$ cat src/rtl/mem_port_arbiter_if.sv
// Avalon-MM-style memory master bus shared by the Dijkstra accelerator requesters.
// The master modport is the arbiter side; the slave modport is the memory side.
`ifndef DEFAULT_MADDR_WIDTH
`define DEFAULT_MADDR_WIDTH 32
`endif
`ifndef DEFAULT_MDATA_WIDTH
`define DEFAULT_MDATA_WIDTH 32
`endif

interface mem_port_arbiter_if #(
  parameter int MADDR_WIDTH = `DEFAULT_MADDR_WIDTH,
  parameter int MDATA_WIDTH = `DEFAULT_MDATA_WIDTH
);
  logic [MADDR_WIDTH-1:0] mem_addr;
  logic                   mem_read;
  logic                   mem_write;
  logic [MDATA_WIDTH-1:0] mem_write_data;
  logic [MDATA_WIDTH-1:0] mem_read_data;
  logic                   mem_read_data_valid;
  logic                   mem_wait_request;

  modport master (
    output mem_addr, mem_read, mem_write, mem_write_data,
    input  mem_read_data, mem_read_data_valid, mem_wait_request
  );

  modport slave (
    input  mem_addr, mem_read, mem_write, mem_write_data,
    output mem_read_data, mem_read_data_valid, mem_wait_request
  );
endinterface

$ cat src/rtl/mem_port_arbiter.sv
// Round-robin arbiter sharing one memory master port among NUM_REQ requesters,
// one transaction in flight. Optional watchdog abort enabled by ARB_TIMEOUT_EN.
`ifndef DEFAULT_MADDR_WIDTH
`define DEFAULT_MADDR_WIDTH 32
`endif
`ifndef DEFAULT_MDATA_WIDTH
`define DEFAULT_MDATA_WIDTH 32
`endif

module mem_port_arbiter #(
  parameter int NUM_REQ        = 2,
  parameter int MADDR_WIDTH    = `DEFAULT_MADDR_WIDTH,
  parameter int MDATA_WIDTH    = `DEFAULT_MDATA_WIDTH,
  parameter int TIMEOUT_CYCLES = 1024
) (
  input  logic                           clock,
  input  logic                           reset,
  input  logic [NUM_REQ-1:0]             req_valid,
  input  logic [NUM_REQ-1:0]             req_write,
  input  logic [NUM_REQ*MADDR_WIDTH-1:0] req_addr,
  input  logic [NUM_REQ*MDATA_WIDTH-1:0] req_wdata,
  output logic [NUM_REQ-1:0]             req_done,
  output logic [MDATA_WIDTH-1:0]         req_rdata,
  output logic                           req_error,
  output logic [NUM_REQ-1:0]             grant,
  mem_port_arbiter_if.master             mem,
  output logic                           busy
);

  localparam int IDX_W = $clog2(NUM_REQ);

  typedef enum logic [1:0] {S_IDLE, S_ISSUE, S_WAIT_RDATA, S_DONE} state_t;

  state_t                 r_state, w_state;
  logic [IDX_W-1:0]       r_last, w_last;
  logic [NUM_REQ-1:0]     r_grant, w_grant;
  logic                   r_write, w_write;
  logic [MADDR_WIDTH-1:0] r_addr, w_addr;
  logic [MDATA_WIDTH-1:0] r_wdata, w_wdata;
  logic                   r_read_cmd, w_read_cmd;
  logic                   r_write_cmd, w_write_cmd;
  logic [NUM_REQ-1:0]     r_done, w_done;
  logic [MDATA_WIDTH-1:0] r_rdata, w_rdata;
  logic                   w_err_next;
  logic                   w_to_hit;

  logic                   w_found;
  logic [IDX_W-1:0]       w_pick;

  // Search starts just past the last owner, so a requester still pending after
  // its own completion loses to everyone else who is waiting.
  always_comb begin : rr_search
    int               idx;
    logic [IDX_W-1:0] idx_b;
    w_found = 1'b0;
    w_pick  = '0;
    idx     = 0;
    idx_b   = '0;
    for (int i = 1; i <= NUM_REQ; i++) begin
      idx = int'(r_last) + i;
      if (idx >= NUM_REQ) idx = idx - NUM_REQ;
      idx_b = IDX_W'(idx);
      if (!w_found && req_valid[idx_b]) begin
        w_found = 1'b1;
        w_pick  = idx_b;
      end
    end
  end

  always_comb begin
    w_state     = r_state;
    w_last      = r_last;
    w_grant     = r_grant;
    w_write     = r_write;
    w_addr      = r_addr;
    w_wdata     = r_wdata;
    w_read_cmd  = r_read_cmd;
    w_write_cmd = r_write_cmd;
    w_done      = '0;
    w_rdata     = r_rdata;
    w_err_next  = 1'b0;

    case (r_state)
      S_IDLE: begin
        if (w_found) begin
          w_grant     = NUM_REQ'(1) << w_pick;
          w_last      = w_pick;
          w_write     = req_write[w_pick];
          w_addr      = req_addr[int'(w_pick)*MADDR_WIDTH +: MADDR_WIDTH];
          w_wdata     = req_wdata[int'(w_pick)*MDATA_WIDTH +: MDATA_WIDTH];
          w_read_cmd  = ~req_write[w_pick];
          w_write_cmd = req_write[w_pick];
          w_state     = S_ISSUE;
        end
      end

      S_ISSUE: begin
        if (!mem.mem_wait_request && r_write) begin
          w_write_cmd = 1'b0;
          w_done      = r_grant;
          w_state     = S_DONE;
        end else if (!mem.mem_wait_request && mem.mem_read_data_valid) begin
          // Zero-latency slave: data returns on the accept edge itself.
          w_read_cmd = 1'b0;
          w_rdata    = mem.mem_read_data;
          w_done     = r_grant;
          w_state    = S_DONE;
        end else if (w_to_hit) begin
          w_read_cmd  = 1'b0;
          w_write_cmd = 1'b0;
          w_done      = r_grant;
          w_err_next  = 1'b1;
          w_state     = S_DONE;
        end else if (!mem.mem_wait_request) begin
          w_read_cmd = 1'b0;
          w_state    = S_WAIT_RDATA;
        end
      end

      S_WAIT_RDATA: begin
        if (mem.mem_read_data_valid) begin
          w_rdata = mem.mem_read_data;
          w_done  = r_grant;
          w_state = S_DONE;
        end else if (w_to_hit) begin
          w_done     = r_grant;
          w_err_next = 1'b1;
          w_state    = S_DONE;
        end
      end

      S_DONE: begin
        w_grant = '0;
        w_state = S_IDLE;
      end

      default: w_state = S_IDLE;
    endcase
  end

  always_ff @(posedge clock) begin
    if (reset) begin
      r_state     <= S_IDLE;
      r_last      <= IDX_W'(NUM_REQ-1);
      r_grant     <= '0;
      r_write     <= 1'b0;
      r_addr      <= '0;
      r_wdata     <= '0;
      r_read_cmd  <= 1'b0;
      r_write_cmd <= 1'b0;
      r_done      <= '0;
      r_rdata     <= '0;
    end else begin
      r_state     <= w_state;
      r_last      <= w_last;
      r_grant     <= w_grant;
      r_write     <= w_write;
      r_addr      <= w_addr;
      r_wdata     <= w_wdata;
      r_read_cmd  <= w_read_cmd;
      r_write_cmd <= w_write_cmd;
      r_done      <= w_done;
      r_rdata     <= w_rdata;
    end
  end

`ifdef ARB_TIMEOUT_EN
  localparam int CNT_W = (TIMEOUT_CYCLES > 2) ? $clog2(TIMEOUT_CYCLES) : 1;

  logic [CNT_W-1:0] r_to_cnt;
  logic             r_error;

  // Counter is zero on the first ISSUE cycle, so the abort edge lands after
  // exactly TIMEOUT_CYCLES cycles spent in ISSUE/WAIT_RDATA.
  assign w_to_hit = (r_state == S_ISSUE || r_state == S_WAIT_RDATA) &&
                    (r_to_cnt == CNT_W'(TIMEOUT_CYCLES-1));

  always_ff @(posedge clock) begin
    if (reset) begin
      r_to_cnt <= '0;
      r_error  <= 1'b0;
    end else begin
      r_error <= w_err_next;
      if (r_state == S_ISSUE || r_state == S_WAIT_RDATA) r_to_cnt <= r_to_cnt + 1'b1;
      else                                                r_to_cnt <= '0;
    end
  end

  assign req_error = r_error;
`else
  logic w_unused_timeout;

  assign w_to_hit         = 1'b0;
  assign w_unused_timeout = w_err_next ^ (TIMEOUT_CYCLES != 0);
  assign req_error        = 1'b0;
`endif

  assign grant              = r_grant;
  assign req_done           = r_done;
  assign req_rdata          = r_rdata;
  assign busy               = (r_state != S_IDLE);
  assign mem.mem_addr       = r_addr;
  assign mem.mem_write_data = r_wdata;
  assign mem.mem_read       = r_read_cmd;
  assign mem.mem_write      = r_write_cmd;

endmodule

$ cat src/flat_wrapper.sv
// flat-port wrapper written by rule: the top's interface ports become plain ports
module mem_port_arbiter_flat 
#(
  parameter int NUM_REQ        = 2,
  parameter int MADDR_WIDTH    = `DEFAULT_MADDR_WIDTH,
  parameter int MDATA_WIDTH    = `DEFAULT_MDATA_WIDTH,
  parameter int TIMEOUT_CYCLES = 1024
)
  (clock, reset, req_valid, req_write, req_addr, req_wdata, req_done, req_rdata, req_error, grant, busy, mem_mem_addr, mem_mem_read, mem_mem_write, mem_mem_write_data, mem_mem_read_data, mem_mem_read_data_valid, mem_mem_wait_request);
  mem_port_arbiter_if #(.MADDR_WIDTH(MADDR_WIDTH), .MDATA_WIDTH(MDATA_WIDTH)) mem_i ();
  input  logic clock;
  input  logic reset;
  input  logic [NUM_REQ-1:0] req_valid;
  input  logic [NUM_REQ-1:0] req_write;
  input  logic [NUM_REQ*MADDR_WIDTH-1:0] req_addr;
  input  logic [NUM_REQ*MDATA_WIDTH-1:0] req_wdata;
  output logic [NUM_REQ-1:0] req_done;
  output logic [MDATA_WIDTH-1:0] req_rdata;
  output logic req_error;
  output logic [NUM_REQ-1:0] grant;
  output logic busy;
  output wire logic [$bits(mem_i.mem_addr)-1:0] mem_mem_addr;
  output wire logic [$bits(mem_i.mem_read)-1:0] mem_mem_read;
  output wire logic [$bits(mem_i.mem_write)-1:0] mem_mem_write;
  output wire logic [$bits(mem_i.mem_write_data)-1:0] mem_mem_write_data;
  input wire logic [$bits(mem_i.mem_read_data)-1:0] mem_mem_read_data;
  input wire logic [$bits(mem_i.mem_read_data_valid)-1:0] mem_mem_read_data_valid;
  input wire logic [$bits(mem_i.mem_wait_request)-1:0] mem_mem_wait_request;
  assign mem_mem_addr = mem_i.mem_addr;
  assign mem_mem_read = mem_i.mem_read;
  assign mem_mem_write = mem_i.mem_write;
  assign mem_mem_write_data = mem_i.mem_write_data;
  assign mem_i.mem_read_data = mem_mem_read_data;
  assign mem_i.mem_read_data_valid = mem_mem_read_data_valid;
  assign mem_i.mem_wait_request = mem_mem_wait_request;
  mem_port_arbiter #(.NUM_REQ(NUM_REQ), .MADDR_WIDTH(MADDR_WIDTH), .MDATA_WIDTH(MDATA_WIDTH), .TIMEOUT_CYCLES(TIMEOUT_CYCLES)) u_core (.clock(clock), .reset(reset), .req_valid(req_valid), .req_write(req_write), .req_addr(req_addr), .req_wdata(req_wdata), .req_done(req_done), .req_rdata(req_rdata), .req_error(req_error), .grant(grant), .mem(mem_i), .busy(busy));
endmodule
$ cat config.mk
export PLATFORM = sky130hd
export DESIGN_NAME = mem_port_arbiter_flat
export DESIGN_NICKNAME = d
export VERILOG_FILES = /design/src/rtl/mem_port_arbiter_if.sv /design/src/rtl/mem_port_arbiter.sv /design/src/flat_wrapper.sv
export SDC_FILE = /design/constraint.sdc
export NUM_CORES = 1
export LEC_CHECK = 0
export BUFFER_PORTS_ARGS = -buffer_cell sky130_fd_sc_hd__buf_2
export CAP_MARGIN = 20
export CORE_UTILIZATION = 31
export DETAILED_ROUTE_END_ITERATION = 10
export PLACE_DENSITY = 0.6
export SYNTH_ARGS = -nofsm -noshare
export SYNTH_HDL_FRONTEND = slang
export SYNTH_SLANG_ARGS = --single-unit
$ cat constraint.sdc
create_clock -name clock -period 2.4 [get_ports clock]
set_clock_uncertainty 0.05 [all_clocks]
set_input_delay 0.24 -clock clock [delete_from_list [all_inputs] [get_ports clock]]
set_output_delay 0.24 -clock clock [all_outputs]
set_load 0.01 [all_outputs]
Yosys cells after proc, flatten, opt, wreduce, memory -nomap -nowiden:

Index checks and enable logic that the tools add are counted.

* add/subtract/negate cells: 4
* magnitude comparators: 5
* eq/ne operators: 10
* shift operators: 3
* multiplexer cells: 36
* bitwise gates (word level): 1
* reductions and logical operators: 16

Operators by type and width (count)
* 64-bit by 7-bit indexed part select with 32-bit output: 2
* 32-bit two-way mux: 3
* 32-bit one-hot mux with 2 select lines: 1
* 1-bit two-way mux: 18
* 2-bit two-way mux: 9
* 2-bit one-hot mux with 2 select lines: 2
* 2-bit one-hot mux with 4 select lines: 1
* 4-bit AND reduction: 2
* 2-bit nonzero test: 4
* 1-bit by 2-bit less-than comparator with 1-bit output (second input constant): 3
* 2-bit by 1-bit inequality test with 1-bit output (second input constant): 3
* 3-bit AND reduction: 2
* 2-bit == test (second input constant): 2
* 2-bit inequality test (second input constant): 2
* 4-bit by 2-bit inequality test with 1-bit output (second input constant): 1
* 1-bit one-hot mux with 2 select lines: 2
* 2-bit AND reduction: 2
* 1-bit by 2-bit adder with 3-bit output (second input constant): 1
* 3-bit by 2-bit >= comparator with 1-bit output (second input constant): 1
* 1-bit logical AND: 3
* 3-bit by 2-bit inequality test with 1-bit output (second input constant): 1
* 1-bit by 1-bit adder with 2-bit output (second input constant): 1
* 2-bit by 1-bit == test with 1-bit output (second input constant): 1
* 2-bit >= comparator (second input constant): 1
* other kinds (5): 7

* register bits after elaboration: 106
* output and inout bits: 104
* word-level logic and storage cells: 85

Longest topological paths before layout:

Gate-level depths: netlist of the first run.

* depth after elaboration: 14
* depth in mapped cells: 8

Least setup slack after synthesis of the first run:

OpenSTA, ideal clock, no wires.

* path kind: reg-to-reg
* from: register u_core.r_state[0]
* to: register u_core.r_addr[25] (netlist: u_core.mem.mem_addr[25])
* data arrival time: 1570 ps
* setup slack: 634 ps
* stages on the path, launching flop included: 9
* path through: dfxtp_1 -> inv_1 -> ha_1 -> buf_4 -> inv_1 -> nor2_1 -> buf_2 -> buf_2 -> a211oi_2

* cells in the longest elaborated chain, start to end: 2

Ends and longest elaborated chain
* start, declared: line mem_port_arbiter.sv:34 `state_t r_state, w_state;`
* start signal, assigned: line mem_port_arbiter.sv:154 `r_state <= w_state;`
* 2-bit logical NOT: line mem_port_arbiter.sv:83 `case (r_state)`
* 2-bit AND reduction (no source line)
* end signal, assigned: line mem_port_arbiter.sv:158 `r_addr <= w_addr;`
* end, declared: line mem_port_arbiter.sv:38 `logic [MADDR_WIDTH-1:0] r_addr, w_addr;`

Every way passes these cells.
A chain may end at the register's enable or synchronous reset.

Worst setup path after layout of the first run:

* from: register u_core.r_state[1]
* to: register u_core.r_wdata[12] (netlist: u_core.mem.mem_write_data[12])

* cells in the longest elaborated chain, start to end: 2

Ends and longest elaborated chain
* 2-bit logical NOT: line mem_port_arbiter.sv:83
* 2-bit AND reduction (no source line)
* end signal, assigned: line mem_port_arbiter.sv:159 `r_wdata <= w_wdata;`
* end, declared: line mem_port_arbiter.sv:39 `logic [MDATA_WIDTH-1:0] r_wdata, w_wdata;`

Every way passes these cells.

==> results of run 1 <==
==> critical path: stages, from the launching register on <==
cell	delay (ns)
dfxtp_1	0.36
inv_1	0.13
ha_1	0.32
inv_1	0.13
nor2_4	0.44
buf_12	0.24
nor2_1	0.06
a211oi_1	0.21
==> cell usage in the layout (no fill, tap or decap), types with 2 or more instances in the layout <==
cell type	netlist	routed
a211oi_1	38	38
a211oi_2	19	19
a21oi_1	7	7
a222oi_1	7	7
and2_1	2	2
buf_12	3	5
buf_2	15	269
buf_4	4	11
bufinv_16	0	3
clkbuf_16	0	9
dfxtp_1	106	106
ha_1	5	5
inv_1	6	6
mux2i_1	90	90
nand2_1	3	3
nand2b_1	65	65
nor2_1	75	74
nor2b_1	3	3
o21ai_0	5	5
==> per-layer routing <==
metal	global-route usage, %	vias to the layer above	share of wire [%]
met1	18.6	1891	44
li1	-	2220	-
met4	6.23	0	1.5
met5	0	-	0
met3	4.56	12	8.4
met2	25.6	167	46
==> power breakdown <==
| group | leakage, nW | internal [mW] | switching (mW) | total (mW) |
|---|---|---|---|---|
| sequential | 0.876 | 2.43 | 0.345 | 2.78 |
| clock | 0.163 | 1.02 | 0.653 | 1.67 |
| combinational | 2.16 | 1.63 | 1.92 | 3.56 |
| total | 3.20 | 5.08 | 2.92 | 8.00 |
==> state kept, by name, indices dropped and copies added, names as in the netlist <==
| register | flops |
|---|---|
| u_core.req_rdata | 32 |
| u_core.req_done | 2 |
| u_core.r_write | 1 |
| u_core.r_state | 2 |
| u_core.mem.mem_write | 1 |
| u_core.mem.mem_read | 1 |
| u_core.mem.mem_write_data | 32 |
| u_core.r_last | 1 |
| u_core.mem.mem_addr | 32 |
| u_core.grant | 2 |
==> path summary, 6_finish.rpt <==
path / from / endpoint
worst min-delay path: req_wdata[62] / u_core.mem.mem_write_data[30]
worst max-delay path: u_core.r_state[1] / u_core.mem.mem_write_data[12]
worst min register to register: u_core.req_rdata[5] / u_core.req_rdata[5]
worst max register to register: u_core.r_state[1] / u_core.mem.mem_write_data[12]
==> cells by family after synthesis <==
logic type	share of synthesized area, %
other	0.0770
multiplexers	18.7
AO/OA/AOI/OAI	14.9
AND/OR/NAND/NOR	15.8
flip-flops	43.6
adder cells (fa/ha/maj)	1.29
buffers and inverters	5.71
==> layout make-up <==
type	count	area, µm²
Inverter	6	22.5
Multi-Input combinational cell	335	2490
Tap cell	211	264
Clock buffer	10	229
Clock inverter	5	104
Fill cell	1553	8500
Timing Repair Buffer	285	1530
Sequential cell	106	2120
==> flow_summary.json, run 1 <==
{
  "place.gp.congestion": 0.731,
  "peakVddDrop_mv": 0.591,
  "hold_viol": 0,
  "worstSetupPathType": "reg -> reg",
  "io_buffers": 270,
  "worst_pin_slew_ns": 0.663,
  "p_per_area_nw_per_um2": 1180,
  "vias": 4290,
  "post-route-period-util_pct": 84.8,
  "p_total_mw": 8.00,
  "hp-class": "in -> reg",
  "viasPerCell": 4.48,
  "yosys_warnings": 0,
  "clkSinkCount": 106,
  "cts_tree": "built",
  "synth_cell_type_count": 34,
  "grt_start_max_net_pins": 74,
  "dp_slack_ns": 0.331,
  "async_flop_share_pct": 0,
  "final-instance-count-excl-fill": 958,
  "rsz0062_at_grt": "false",
  "critical_path.endpoint_type": "flop",
  "grtUsageTotal_pct": 15.4,
  "dieArea_um2": 16200,
  "clockRootBuffer": "clkbuf_16",
  "first_iter_violations": 117,
  "ios": 272,
  "r2r_setup_slack_ns": 0.37,
  "clock.fmax_mhz": 491,
  "worstPathMaxFanout": 31,
  "arrival_ns": 2.24,
  "r2r_cells": 7,
  "worst_hold_slack_ns": 0.0890,
  "grt_antenna_before_repair": 0,
  "grt_overflow": 0,
  "die_w_um": 127,
  "ant_nets": 0,
  "finish.instance_area_um2": 6760,
  "cts-htree-levels": 3,
  "fin_crit_ns": 2.03,
  "ys_seq_elements": 106,
  "avgSynthCellArea_um2": 10.0,
  "clock_latency_ns": 0.34,
  "whs_path_depth": 3,
  "ys_seq_area_share_pct": 43.6,
  "grt_pass1_vias": 3973,
  "max_slew_margin_pct": 55.5,
  "startpoint_type": "flop",
  "status": "complete, no violations",
  "wirelength_um": 12600,
  "start_util_pct": 31.9,
  "cts.reportedPaths.clkPinSlew_ns": 0.07,
  "leakage_nw": 3.20,
  "crit_required_ns": 2.61,
  "post_cts_resized": 0,
  "finish.net_count": 916,
  "ys_top_cells_by_count": "dfxtp_1, mux2i_1, nor2_1, nand2b_1, a211oi_1",
  "synth.most_common_cell": "dfxtp_1",
  "placed_cell_area_um2": 6430,
  "synth_area_leader_cell": "dfxtp_1",
  "grt_pass1_wl_um": 19800,
  "cts.path.max_buffers": 2,
  "fp.dieH_um": 127,
  "syn-instance-count": 487,
  "synth_edf_count": 0,
  "firstDrtPassIters": 4,
  "worst_slack_ns": 0.365,
  "diodes": 0,
  "holdBufCountCts": 0,
  "syn_area_um2": 4870,
  "final_core_util_pct": 44.3,
  "dp.cells": 943,
  "numCtsBuffers": 9,
  "drive_above_1_share_pct": 43.4,
  "synthFlopType": "dfxtp_1",
  "cap_viol_max_count": 0,
  "fin_tns_setup_ns": 0,
  "synth_area_leaders": "dfxtp_1, mux2i_1, nand2b_1, a211oi_1, nor2_1",
  "drcViolationCount": 0,
  "synthToLayoutAreaGrowth_pct": 38.8,
  "synth_top_cell_area_share_pct": 43.6,
  "dpl.hpwl_um": 9430,
  "drv_slew": 0,
  "setup_viol": 0,
  "num_rows": 45,
  "cts_setup_buffers": 0,
  "wire_per_inst_um": 13.2,
  "core_area_um2": 15300,
  "syn-num-nets": 660
}
(Power assumes the default switching activity.)
==> run 2: changes to the inputs <==
PLACE_DENSITY = 0.63   (was 0.6)
clock period = 1.81 ns   (was 2.4 ns; I/O delays follow)
==> run 2 against run 1 <==
Compared with the run above: count of clock-buffer cells in the layout grew 1; cell count grew 1.0%; largest power group unchanged; sequential power grew 32%; first-iteration DRC count grew 25%; via count grew 1.4%; fmax grew 21%; largest cell class unchanged; flip-flop and latch count is the same; non-clock buffer count grew 8.
==> flow_summary.json, run 2 (synthesized netlist as in run 1, its figures left out) <==
{
  "wire_per_inst_um": 13.4,
  "grt_start_max_net_pins": 64,
  "path_cells": "buf_4 > ha_1 > a221o_1 > or2_2 > a21oi_1",
  "n_fill_cell": 1531,
  "worstPathMaxFanout": 7,
  "crit_start": "u_core.r_state[0]",
  "firstDrtPassIters": 4,
  "critPathTopFamily": "compound AO/OA/AOI/OAI gates",
  "die_w_um": 127,
  "first_iter_violations": 146,
  "start_util_pct": 31.9,
  "mostFrequentLayoutCells": "buf_2, dfxtp_1, mux2i_1",
  "post-route-period-util_pct": 92.6,
  "drive_above_1_share_pct": 44.4,
  "slowest_stage": "a221o_1",
  "grtUsageTotal_pct": 15.5,
  "clock_latency_ns": 0.34,
  "grt_antenna_before_repair": 1,
  "grt_overflow": 0,
  "path_buf_inv": 1,
  "wirelength_um": 13000,
  "cts-htree-levels": 3,
  "grt_pass1_wl_um": 19800,
  "drv_slew": 0,
  "cap_viol_max_count": 0,
  "fp.dieH_um": 127,
  "viasPerCell": 4.50,
  "r2r_setup_slack_ns": 0.13,
  "worstSetupPathType": "reg -> reg",
  "peakVddDrop_mv": 0.964,
  "clockRootBuffer": "clkbuf_16",
  "reg2reg_from": "u_core.r_state[0]",
  "setup_viol": 0,
  "hp-start": "req_wdata[60]",
  "fin_tns_setup_ns": 0,
  "cts_tree": "built",
  "dpl.hpwl_um": 9290,
  "layout_commonest_cell": "buf_2",
  "status": "complete, no violations",
  "dieArea_um2": 16200,
  "ios": 272,
  "vias": 4352,
  "core_area_um2": 15300,
  "drcViolationCount": 0,
  "hp-class": "in -> reg",
  "p_per_area_nw_per_um2": 1580,
  "rsz0062_at_grt": "false",
  "worst_hold_slack_ns": 0.0248,
  "ant_nets": 0,
  "numCtsBuffers": 9,
  "num_rows": 45,
  "critical_path.endpoint_type": "flop",
  "p_total_mw": 10.9,
  "finish.net_count": 924,
  "final-instance-count-excl-fill": 968,
  "hold_viol": 0,
  "clkSinkCount": 106,
  "clock.fmax_mhz": 597,
  "arrival_ns": 1.90,
  "cts.reportedPaths.clkPinSlew_ns": 0.07,
  "dp.cells": 948,
  "cts.path.max_buffers": 2,
  "holdBufCountCts": 0,
  "place.gp.congestion": 0.723,
  "fin_crit_ns": 1.68,
  "cpPeakStageDelay_ns": 0.41,
  "crit_required_ns": 2.04,
  "synthToLayoutAreaGrowth_pct": 42.0,
  "io_buffers": 270,
  "startpoint_type": "flop",
  "leakage_nw": 3.27,
  "grt_pass1_vias": 3961
}
[run 2: layout make-up]
class	count	area, µm²	share of cell area [%]
sequential	106	2120	30.7
inverter	6	22.5	0.326
antenna	1	2.50	0.0362
clock buffer	11	243	3.51
clock inverter	5	77.6	1.12
tap	211	264	3.82
multi-input combinational	335	2510	36.3
timing repair buffer	293	1670	24.1
[run 2: repair_timing]
| action | 4_1_cts | 5_1_grt |
|---|---|---|
| resized for setup | 1 | 3 |
| pin swaps | 0 | 1 |
| setup buffers | 0 | 1 |
| endpoints found under the setup margin | 7 | 69 |
| gates cloned | 1 | 1 |
[run 2: worst paths after layout]
| check | end | depth (start not counted) |
|---|---|---|
| max | u_core.r_state[0] | 5 |
| min | u_core.mem.mem_write_data[28] | 3 |
| max reg2reg | u_core.r_state[0] | 5 |
| min reg2reg | u_core.req_rdata[27] | 2 |
[run 2: power breakdown]
group          switching [mW]  leakage (nW)  internal (mW)  total (mW)
combinational            2.69          2.24           2.44        5.13
clock                   0.859         0.156           1.25        2.11
sequential              0.445         0.876           3.22        3.67
[run 2: worst min-delay path: cells and delay by family]
family          cells  cell delay, ns
simple gates        1            0.08
compound gates      1            0.05
buf+inv             1            0.07
[run 2: stage by stage]
| step | cell area [µm²] | utilization [%] | worst slack [ns] |
|---|---|---|---|
| 3_5_place_dp | 6490 | 42.5 | 0.0190 |
| 3_3_place_gp | 6490 | 42.5 | 0.0806 |
| 4_1_cts | 6840 | 44.9 | 0.0385 |
| 6_report | 6910 | 45.3 | 0.134 |
| 5_1_grt | 6910 | 45.3 | 0.00211 |
| 2_1_floorplan | 4870 | - | 0.0439 |
[run 2: layer usage]
metal  GRT usage, %  share of wire, %
met4           6.37               1.9
met1           19.3                46
met2           25.1                44
met3           4.31               8.2
met5              0                 0
